`src/rtl/hazard_ctrl.sv`:
```
// hazard_ctrl - pipeline hazard controller for the 5-stage RV64 core.
//
// It detects load-use hazards, taken branches and data-memory wait. From
// these it drives the PC enable, the IF/ID write and flush controls, the
// ID/EX bubble and a global freeze. A small FSM with a down-counter
// sequences multi-cycle stalls and flushes, so no hazard is detected twice.
// All outputs are Mealy: they come from the current state and the inputs
// of the current cycle.
//
// Ports:
//   clk, reset         clock; asynchronous, active-high reset
//   i_id_rs1/rs2       source registers of the instruction in ID
//   i_id_uses_rs1/rs2  the ID instruction reads rs1/rs2
//   i_idex_mem_read    the instruction in ID/EX is a load
//   i_idex_rd          destination register of the instruction in ID/EX
//   i_ex_branch_taken  a branch or jump resolved taken in EX
//   i_mem_busy         data memory is not ready
//   o_pc_write_en      PC update enable
//   o_ifid_write_en    IF/ID update enable
//   o_ifid_flush       IF/ID loads a NOP
//   o_idex_bubble      zeroes ID/EX on the next edge
//   o_pipe_freeze      holds EX/MEM and MEM/WB
//   o_hazard_state     current FSM state (debug)
//
// Optional feature, macro HAZARD_PERF_EN: adds three saturating 32-bit
// performance counters (o_perf_stall_cnt, o_perf_flush_cnt,
// o_perf_freeze_cnt).

module hazard_ctrl #(
   parameter int LOAD_STALL_CYCLES = 1,
   parameter int FLUSH_CYCLES      = 2,
   parameter int CNT_W             = 4
) (
   input  logic       clk,
   input  logic       reset,
   input  logic [4:0] i_id_rs1,
   input  logic [4:0] i_id_rs2,
   input  logic       i_id_uses_rs1,
   input  logic       i_id_uses_rs2,
   input  logic       i_idex_mem_read,
   input  logic [4:0] i_idex_rd,
   input  logic       i_ex_branch_taken,
   input  logic       i_mem_busy,
   output logic       o_pc_write_en,
   output logic       o_ifid_write_en,
   output logic       o_ifid_flush,
   output logic       o_idex_bubble,
   output logic       o_pipe_freeze,
   output logic [1:0] o_hazard_state
`ifdef HAZARD_PERF_EN
   ,
   output logic [31:0] o_perf_stall_cnt,
   output logic [31:0] o_perf_flush_cnt,
   output logic [31:0] o_perf_freeze_cnt
`endif
);

   typedef enum logic [1:0] {
      RUN    = 2'd0,
      LSTALL = 2'd1,
      FLUSH  = 2'd2,
      MWAIT  = 2'd3
   } state_t;

   localparam logic [CNT_W-1:0] LSTALL_RELOAD =
      (LOAD_STALL_CYCLES > 1) ? CNT_W'(LOAD_STALL_CYCLES - 2) : '0;
   localparam logic [CNT_W-1:0] FLUSH_RELOAD =
      (FLUSH_CYCLES > 1) ? CNT_W'(FLUSH_CYCLES - 2) : '0;

   state_t           r_state, w_state_nxt;
   state_t           r_saved_state, w_saved_state_nxt;
   state_t           w_eff_state;
   logic [CNT_W-1:0] r_cnt, w_cnt_nxt;
   logic [CNT_W-1:0] r_saved_cnt, w_saved_cnt_nxt;
   logic [CNT_W-1:0] w_eff_cnt;
   logic             w_load_use;
   logic             w_pc_we, w_ifid_we, w_flush, w_bubble, w_freeze;

   assign w_load_use = i_idex_mem_read & (i_idex_rd != 5'd0) &
                       ((i_id_uses_rs1 & (i_id_rs1 == i_idex_rd)) |
                        (i_id_uses_rs2 & (i_id_rs2 == i_idex_rd)));

   // On the cycle mem_busy drops, MWAIT behaves exactly like the saved
   // state with the saved count, so one decode serves both cases.
   always_comb begin
      w_eff_state = r_state;
      w_eff_cnt   = r_cnt;
      if (r_state == MWAIT) begin
         w_eff_state = r_saved_state;
         w_eff_cnt   = r_saved_cnt;
      end
   end

   always_comb begin
      w_state_nxt       = r_state;
      w_cnt_nxt         = r_cnt;
      w_saved_state_nxt = r_saved_state;
      w_saved_cnt_nxt   = r_saved_cnt;
      w_pc_we           = 1'b0;
      w_ifid_we         = 1'b0;
      w_flush           = 1'b0;
      w_bubble          = 1'b0;
      w_freeze          = 1'b0;

      if (i_mem_busy) begin
         w_freeze    = 1'b1;
         w_state_nxt = MWAIT;
         if (r_state != MWAIT) begin
            w_saved_state_nxt = r_state;
            w_saved_cnt_nxt   = r_cnt;
         end
      end else if (i_ex_branch_taken) begin
         w_pc_we   = 1'b1;
         w_ifid_we = 1'b1;
         w_flush   = 1'b1;
         w_bubble  = 1'b1;
         if (FLUSH_CYCLES > 1) begin
            w_state_nxt = FLUSH;
            w_cnt_nxt   = FLUSH_RELOAD;
         end else begin
            w_state_nxt = RUN;
            w_cnt_nxt   = '0;
         end
      end else begin
         case (w_eff_state)
            LSTALL: begin
               w_bubble = 1'b1;
               if (w_eff_cnt == '0) begin
                  w_state_nxt = RUN;
                  w_cnt_nxt   = '0;
               end else begin
                  w_state_nxt = LSTALL;
                  w_cnt_nxt   = w_eff_cnt - 1'b1;
               end
            end
            FLUSH: begin
               w_pc_we   = 1'b1;
               w_ifid_we = 1'b1;
               w_flush   = 1'b1;
               w_bubble  = 1'b1;
               if (w_eff_cnt == '0) begin
                  w_state_nxt = RUN;
                  w_cnt_nxt   = '0;
               end else begin
                  w_state_nxt = FLUSH;
                  w_cnt_nxt   = w_eff_cnt - 1'b1;
               end
            end
            default: begin
               w_cnt_nxt = '0;
               if (w_load_use) begin
                  w_bubble = 1'b1;
                  if (LOAD_STALL_CYCLES > 1) begin
                     w_state_nxt = LSTALL;
                     w_cnt_nxt   = LSTALL_RELOAD;
                  end else begin
                     w_state_nxt = RUN;
                  end
               end else begin
                  w_pc_we     = 1'b1;
                  w_ifid_we   = 1'b1;
                  w_state_nxt = RUN;
               end
            end
         endcase
      end

      // While reset is held the pipe loads NOPs and nothing advances.
      if (reset) begin
         w_pc_we   = 1'b0;
         w_ifid_we = 1'b0;
         w_flush   = 1'b1;
         w_bubble  = 1'b1;
         w_freeze  = 1'b0;
      end
   end

   always_ff @(posedge clk or posedge reset) begin
      if (reset) begin
         r_state       <= RUN;
         r_cnt         <= '0;
         r_saved_state <= RUN;
         r_saved_cnt   <= '0;
      end else begin
         r_state       <= w_state_nxt;
         r_cnt         <= w_cnt_nxt;
         r_saved_state <= w_saved_state_nxt;
         r_saved_cnt   <= w_saved_cnt_nxt;
      end
   end

   assign o_pc_write_en   = w_pc_we;
   assign o_ifid_write_en = w_ifid_we;
   assign o_ifid_flush    = w_flush;
   assign o_idex_bubble   = w_bubble;
   assign o_pipe_freeze   = w_freeze;
   assign o_hazard_state  = r_state;

`ifdef HAZARD_PERF_EN
   logic [31:0] r_perf_stall, r_perf_flush, r_perf_freeze;

   // Counters only advance with reset low, so reset cycles never count.
   always_ff @(posedge clk or posedge reset) begin
      if (reset) begin
         r_perf_stall  <= '0;
         r_perf_flush  <= '0;
         r_perf_freeze <= '0;
      end else begin
         if (w_bubble && !w_flush && (r_perf_stall != '1))
            r_perf_stall <= r_perf_stall + 32'd1;
         if (w_flush && (r_perf_flush != '1))
            r_perf_flush <= r_perf_flush + 32'd1;
         if (w_freeze && (r_perf_freeze != '1))
            r_perf_freeze <= r_perf_freeze + 32'd1;
      end
   end

   assign o_perf_stall_cnt  = r_perf_stall;
   assign o_perf_flush_cnt  = r_perf_flush;
   assign o_perf_freeze_cnt = r_perf_freeze;
`endif

endmodule

```
`config.mk`:
```
export PLATFORM = sky130hd
export DESIGN_NAME = hazard_ctrl
export DESIGN_NICKNAME = d
export VERILOG_FILES = /design/src/rtl/hazard_ctrl.sv
export SDC_FILE = /design/constraint.sdc
export NUM_CORES = 1
export LEC_CHECK = 0
export CORE_AREA = 2 2 46 48
export DETAILED_ROUTE_END_ITERATION = 8
export DIE_AREA = 0 0 48 50
export GPL_TIMING_DRIVEN = 0
export HOLD_SLACK_MARGIN = 0.02
export PLACE_DENSITY = 0.8
export SKIP_LAST_GASP = 1
export SLEW_MARGIN = 10
export SYNTH_ARGS = -nofsm -noshare
export SYNTH_HDL_FRONTEND = slang
export SYNTH_SLANG_ARGS = --single-unit
```
`constraint.sdc`:
```
create_clock -name clk -period 5.1 [get_ports clk]
set_clock_uncertainty 0.2 [all_clocks]
set_input_delay 1.02 -clock clk [delete_from_list [all_inputs] [get_ports clk]]
set_output_delay 1.02 -clock clk [all_outputs]
set_load 0.01 [all_outputs]
```
==> results of run 1 <==
[sequential cells by signal, summed over array words and instances (netlist names)]
signal,cells
o_hazard_state,2
r_cnt,4
r_saved_cnt,4
r_saved_state,2
[metrics by stage]
stage | total power (uW) | utilization | instances
CTS | 451 | 0.641 | 152
detailed placement | 372 | 0.622 | 148
finish | 453 | 0.641 | 152
global route | 483 | 0.641 | 152
floorplan | 302 | - | 93
global placement | 365 | 0.622 | 148
[Yosys cell counts, drive strengths merged]
cell and n:
a2111oi 1, a211o 1, a211oi 2, a21oi 2, a31o 1, a32oi 1
and2 2, and3 1, and4bb 1, buf 1, clkbuf 2, dfrtp 12
ha 4, inv 8, mux2 4, mux2i 3, nand2 4, nand3b 1
nand4b 1, nor2 7, nor2b 3, nor3 3, nor4 3, o21a 1
o21ai 9, o311a 1, o31ai 1, o41a 1, or4 1, xnor2 2
xor2 9
[cell usage in the layout, fill, tap and decap left out, types with 2 or more instances in the layout]
cell and count:
sky130_fd_sc_hd__ha_1 4, sky130_fd_sc_hd__inv_1 8, sky130_fd_sc_hd__and2_0 2, sky130_fd_sc_hd__mux2_2 4
sky130_fd_sc_hd__nor4_1 2, sky130_fd_sc_hd__clkbuf_4 3, sky130_fd_sc_hd__a21oi_1 2, sky130_fd_sc_hd__xnor2_1 2
sky130_fd_sc_hd__nor2_1 7, sky130_fd_sc_hd__clkdlybuf4s50_1 28, sky130_fd_sc_hd__dfrtp_1 12, sky130_fd_sc_hd__nor2b_1 3
sky130_fd_sc_hd__o21ai_0 8, sky130_fd_sc_hd__xor2_1 9, sky130_fd_sc_hd__nor3_1 3, sky130_fd_sc_hd__a211oi_1 2
sky130_fd_sc_hd__nand2_1 4, sky130_fd_sc_hd__mux2i_1 3
[cell type report]
type                            instances  area (sq um)
Fill cell                             156           683
Multi-Input combinational cell         70           522
Sequential cell                        12           300
Timing Repair Buffer                   28           280
Clock buffer                            4          36.3
Tap cell                               27          33.8
Inverter                                8          30.0
Buffer                                  3          16.3
[layer usage]
metal / up-vias / routed length [um] / part of all wire
met5: - / 0 / 0
met4: 0 / 51 / 0.026
met3: 4 / 85 / 0.043
met2: 32 / 1050 / 0.53
met1: 367 / 782 / 0.40
li1: 396 / - / -
[where the power goes]
| group | switching [uW] | internal (uW) | leakage (uW) | total, uW |
|---|---|---|---|---|
| sequential | 33.7 | 127 | 0.000153 | 161 |
| combinational | 107 | 107 | 0.000376 | 214 |
| clock | 34.6 | 43.5 | 0.0000210 | 78.1 |
| total | 175 | 278 | 0.000550 | 453 |
[worst reg2reg max path, cell delays in order (launching register included)]
cell and delay, ns:
sky130_fd_sc_hd__dfrtp_1 0.35, sky130_fd_sc_hd__clkbuf_2 0.18, sky130_fd_sc_hd__inv_1 0.05, sky130_fd_sc_hd__o21ai_0 0.29, sky130_fd_sc_hd__ha_1 0.34, sky130_fd_sc_hd__nor2_1 0.27, sky130_fd_sc_hd__o311a_1 0.23, sky130_fd_sc_hd__o21ai_0 0.07
sky130_fd_sc_hd__o21ai_0 0.11
[logic make-up after synthesis]
kind of cell	Yosys count	share of synthesized area
buffers and inverters	11	0.0533
AND/OR/NAND/NOR	27	0.179
flip-flops	12	0.346
multiplexers	7	0.0865
XOR/XNOR	11	0.111
AO/OA/AOI/OAI	21	0.167
adder cells (fa/ha/maj)	4	0.0576
[final timing paths]
check | start | endpoint
setup / recovery | i_idex_rd[3] | o_pc_write_en
hold / removal | r_saved_state[0]$_DFFE_PP0P_ | r_saved_state[0]$_DFFE_PP0P_
setup reg to reg | o_hazard_state[1]$_DFF_PP0_ | r_cnt[3]$_DFFE_PP0N_
hold reg to reg | r_saved_state[0]$_DFFE_PP0P_ | r_saved_state[0]$_DFFE_PP0P_
max in group asynchronous | reset | r_cnt[1]$_DFFE_PP0N_
min in group asynchronous | reset | r_saved_cnt[3]$_DFFE_PP0P_
==> insert_results.sql, run 1 <==
INSERT INTO impl_metrics (metric_group, metric, value, unit) VALUES
('detailed_routing', 'totalWireLength', '1.97', 'mm'),
('sta', 'timing.final.hold_violations', '0', ''),
('worst_setup_path', 'crit_path_cell_trace', 'clkdlybuf4s50_1, xor2_1, nor4_2, a32oi_1, o41a_1, buf_4, clkdlybuf4s50_1', ''),
('final_layout', 'num-nets-final', '152', ''),
('synth', 'synth-warning-count', '0', ''),
('sta', 'final.setup.tns', '0', 'ns'),
('sta', 'finalCritPeriodShare', '0.856', ''),
('clock_tree', 'cts-root-to-sink-buffers', '2', ''),
('synth', 'synth_top_area_share', '0.346', ''),
('global_route', 'track_usage', '0.188', ''),
('sta', 'finalMaxSlewViolations', '0', ''),
('sta', 'setup-violations-final', '0', ''),
('die', 'initial_core_util', '0.457', ''),
('worst_setup_path', 'timing.critical_path.arrival', '3.15', 'ns'),
('pwr', 'p_per_area', '372', 'nW/um^2'),
('placed_design', 'routabilityCongestion', '0.875', ''),
('worst_setup_path', 'critical_path.max_fanout', '3', ''),
('clock_tree', 'clk_pin_slew', '0.08', 'ns'),
('global_route', 'grt.met1_usage', '0.196', ''),
('clock_tree', 'postCtsResizedCells', '0', ''),
('detailed_routing', 'drt_first_pass_iters', '4', ''),
('placed_design', 'hpwl', '1.59', 'mm'),
('sta', 'setup_ws', '0.735', 'ns'),
('final_layout', 'area_growth', '40.3', '%'),
('final_layout', 'post_route_cells_drive_above_1_share', '0.112', ''),
('min_path', 'timing.hold.worst_path_depth', '2', ''),
('worst_setup_path', 'timing.critical_path.slowest_cell_delay', '0.48', 'ns'),
('detailed_routing', 'detail_route.wl_per_cell', '12.9', 'um'),
('detailed_routing', 'num_vias', '799', ''),
('worst_setup_path', 'reg2reg_depth', '8', ''),
('final_layout', 'finalInstanceArea', '1220', 'sq um'),
('worst_setup_path', 'setup.worst_path.end_class', 'output port', ''),
('worst_setup_path', 'worstSetupStartpointType', 'input port', ''),
('sta', 'period_minus_slack', '4.37', 'ns'),
('worst_setup_path', 'worst_setup_slack_for_register_to_register_paths', '2.94', 'ns'),
('global_route', 'grt.overflow.total', '0', ''),
('pwr', 'max-vdd-ir-drop', '0.000134', 'V'),
('die', 'die_area', '2400', 'sq um'),
('clock_tree', 'cts_hold_buffers', '0', ''),
('outcome', 'result_of_the_run', 'finished clean', ''),
('die', 'fp.dieW', '48', 'um'),
('global_route', 'grt_util_met3', '0.0330', ''),
('global_route', 'grt_max_degree', '14', ''),
('synth', 'syn-mean-instance-area', '9.34', 'sq um'),
('placed_design', 'pre_cts_slack', '0.708', 'ns'),
('global_route', 'grt.busiest_layer', 'met2', ''),
('synth', 'seq_area_frac_synth', '0.346', ''),
('worst_setup_path', 'slowest_stage_cell_cp', 'sky130_fd_sc_hd__clkdlybuf4s50_1', ''),
('placed_design', 'place_area', '1180', 'sq um'),
('clock_tree', 'cts_buf_count', '3', ''),
('global_route', 'vias_in_the_first_global_route', '776', ''),
('detailed_routing', 'post_route_ant_nets', '0', ''),
('worst_setup_path', 'cp_bufs_invs', '3', ''),
('clock_tree', 'postCtsSetupRepairBufs', '0', ''),
('sta', 'worst_slew_pin_slew', '0.484', 'ns'),
('synth', 'synthDominantAreaCellType', 'sky130_fd_sc_hd__dfrtp_1', ''),
('die', 'io_pins', '29', ''),
('worst_setup_path', 'critical_path_required', '3.88', 'ns'),
('die', 'placementRows', '16', ''),
('clock_tree', 'cts_tree', 'built', ''),
('synth', 'synth_cells', '93', ''),
('global_route', 'grt_use_met2', '0.329', ''),
('clock_tree', 'cts.htree.levels', '1', ''),
('synth', 'yosys_register_bits', '12', ''),
('clock_tree', 'clock-sinks', '12', ''),
('worst_setup_path', 'crit_family', 'buffers and inverters', ''),
('clock_tree', 'cts_root_buffer', 'sky130_fd_sc_hd__clkbuf_4', ''),
('detailed_routing', 'drt-vias-per-instance', '5.26', ''),
('sta', 'timing.hold.ws', '0.313', 'ns'),
('sta', 'relSlewSlack', '0.677', ''),
('final_layout', 'antennaDiodeCount', '0', '');
Power figures use the tool's default switching activity.
==> run 2: changes to the inputs <==
--- a/config.mk
+++ b/config.mk
@@ -12,7 +12,7 @@
 export HOLD_SLACK_MARGIN = 0.02
 export PLACE_DENSITY = 0.8
 export SKIP_LAST_GASP = 1
-export SLEW_MARGIN = 10
+export SLEW_MARGIN = 25
 export SYNTH_ARGS = -nofsm -noshare
 export SYNTH_HDL_FRONTEND = slang
 export SYNTH_SLANG_ARGS = --single-unit
==> results of run 2 <==
Final layout, timing and power as in run 1 (identical DEF).
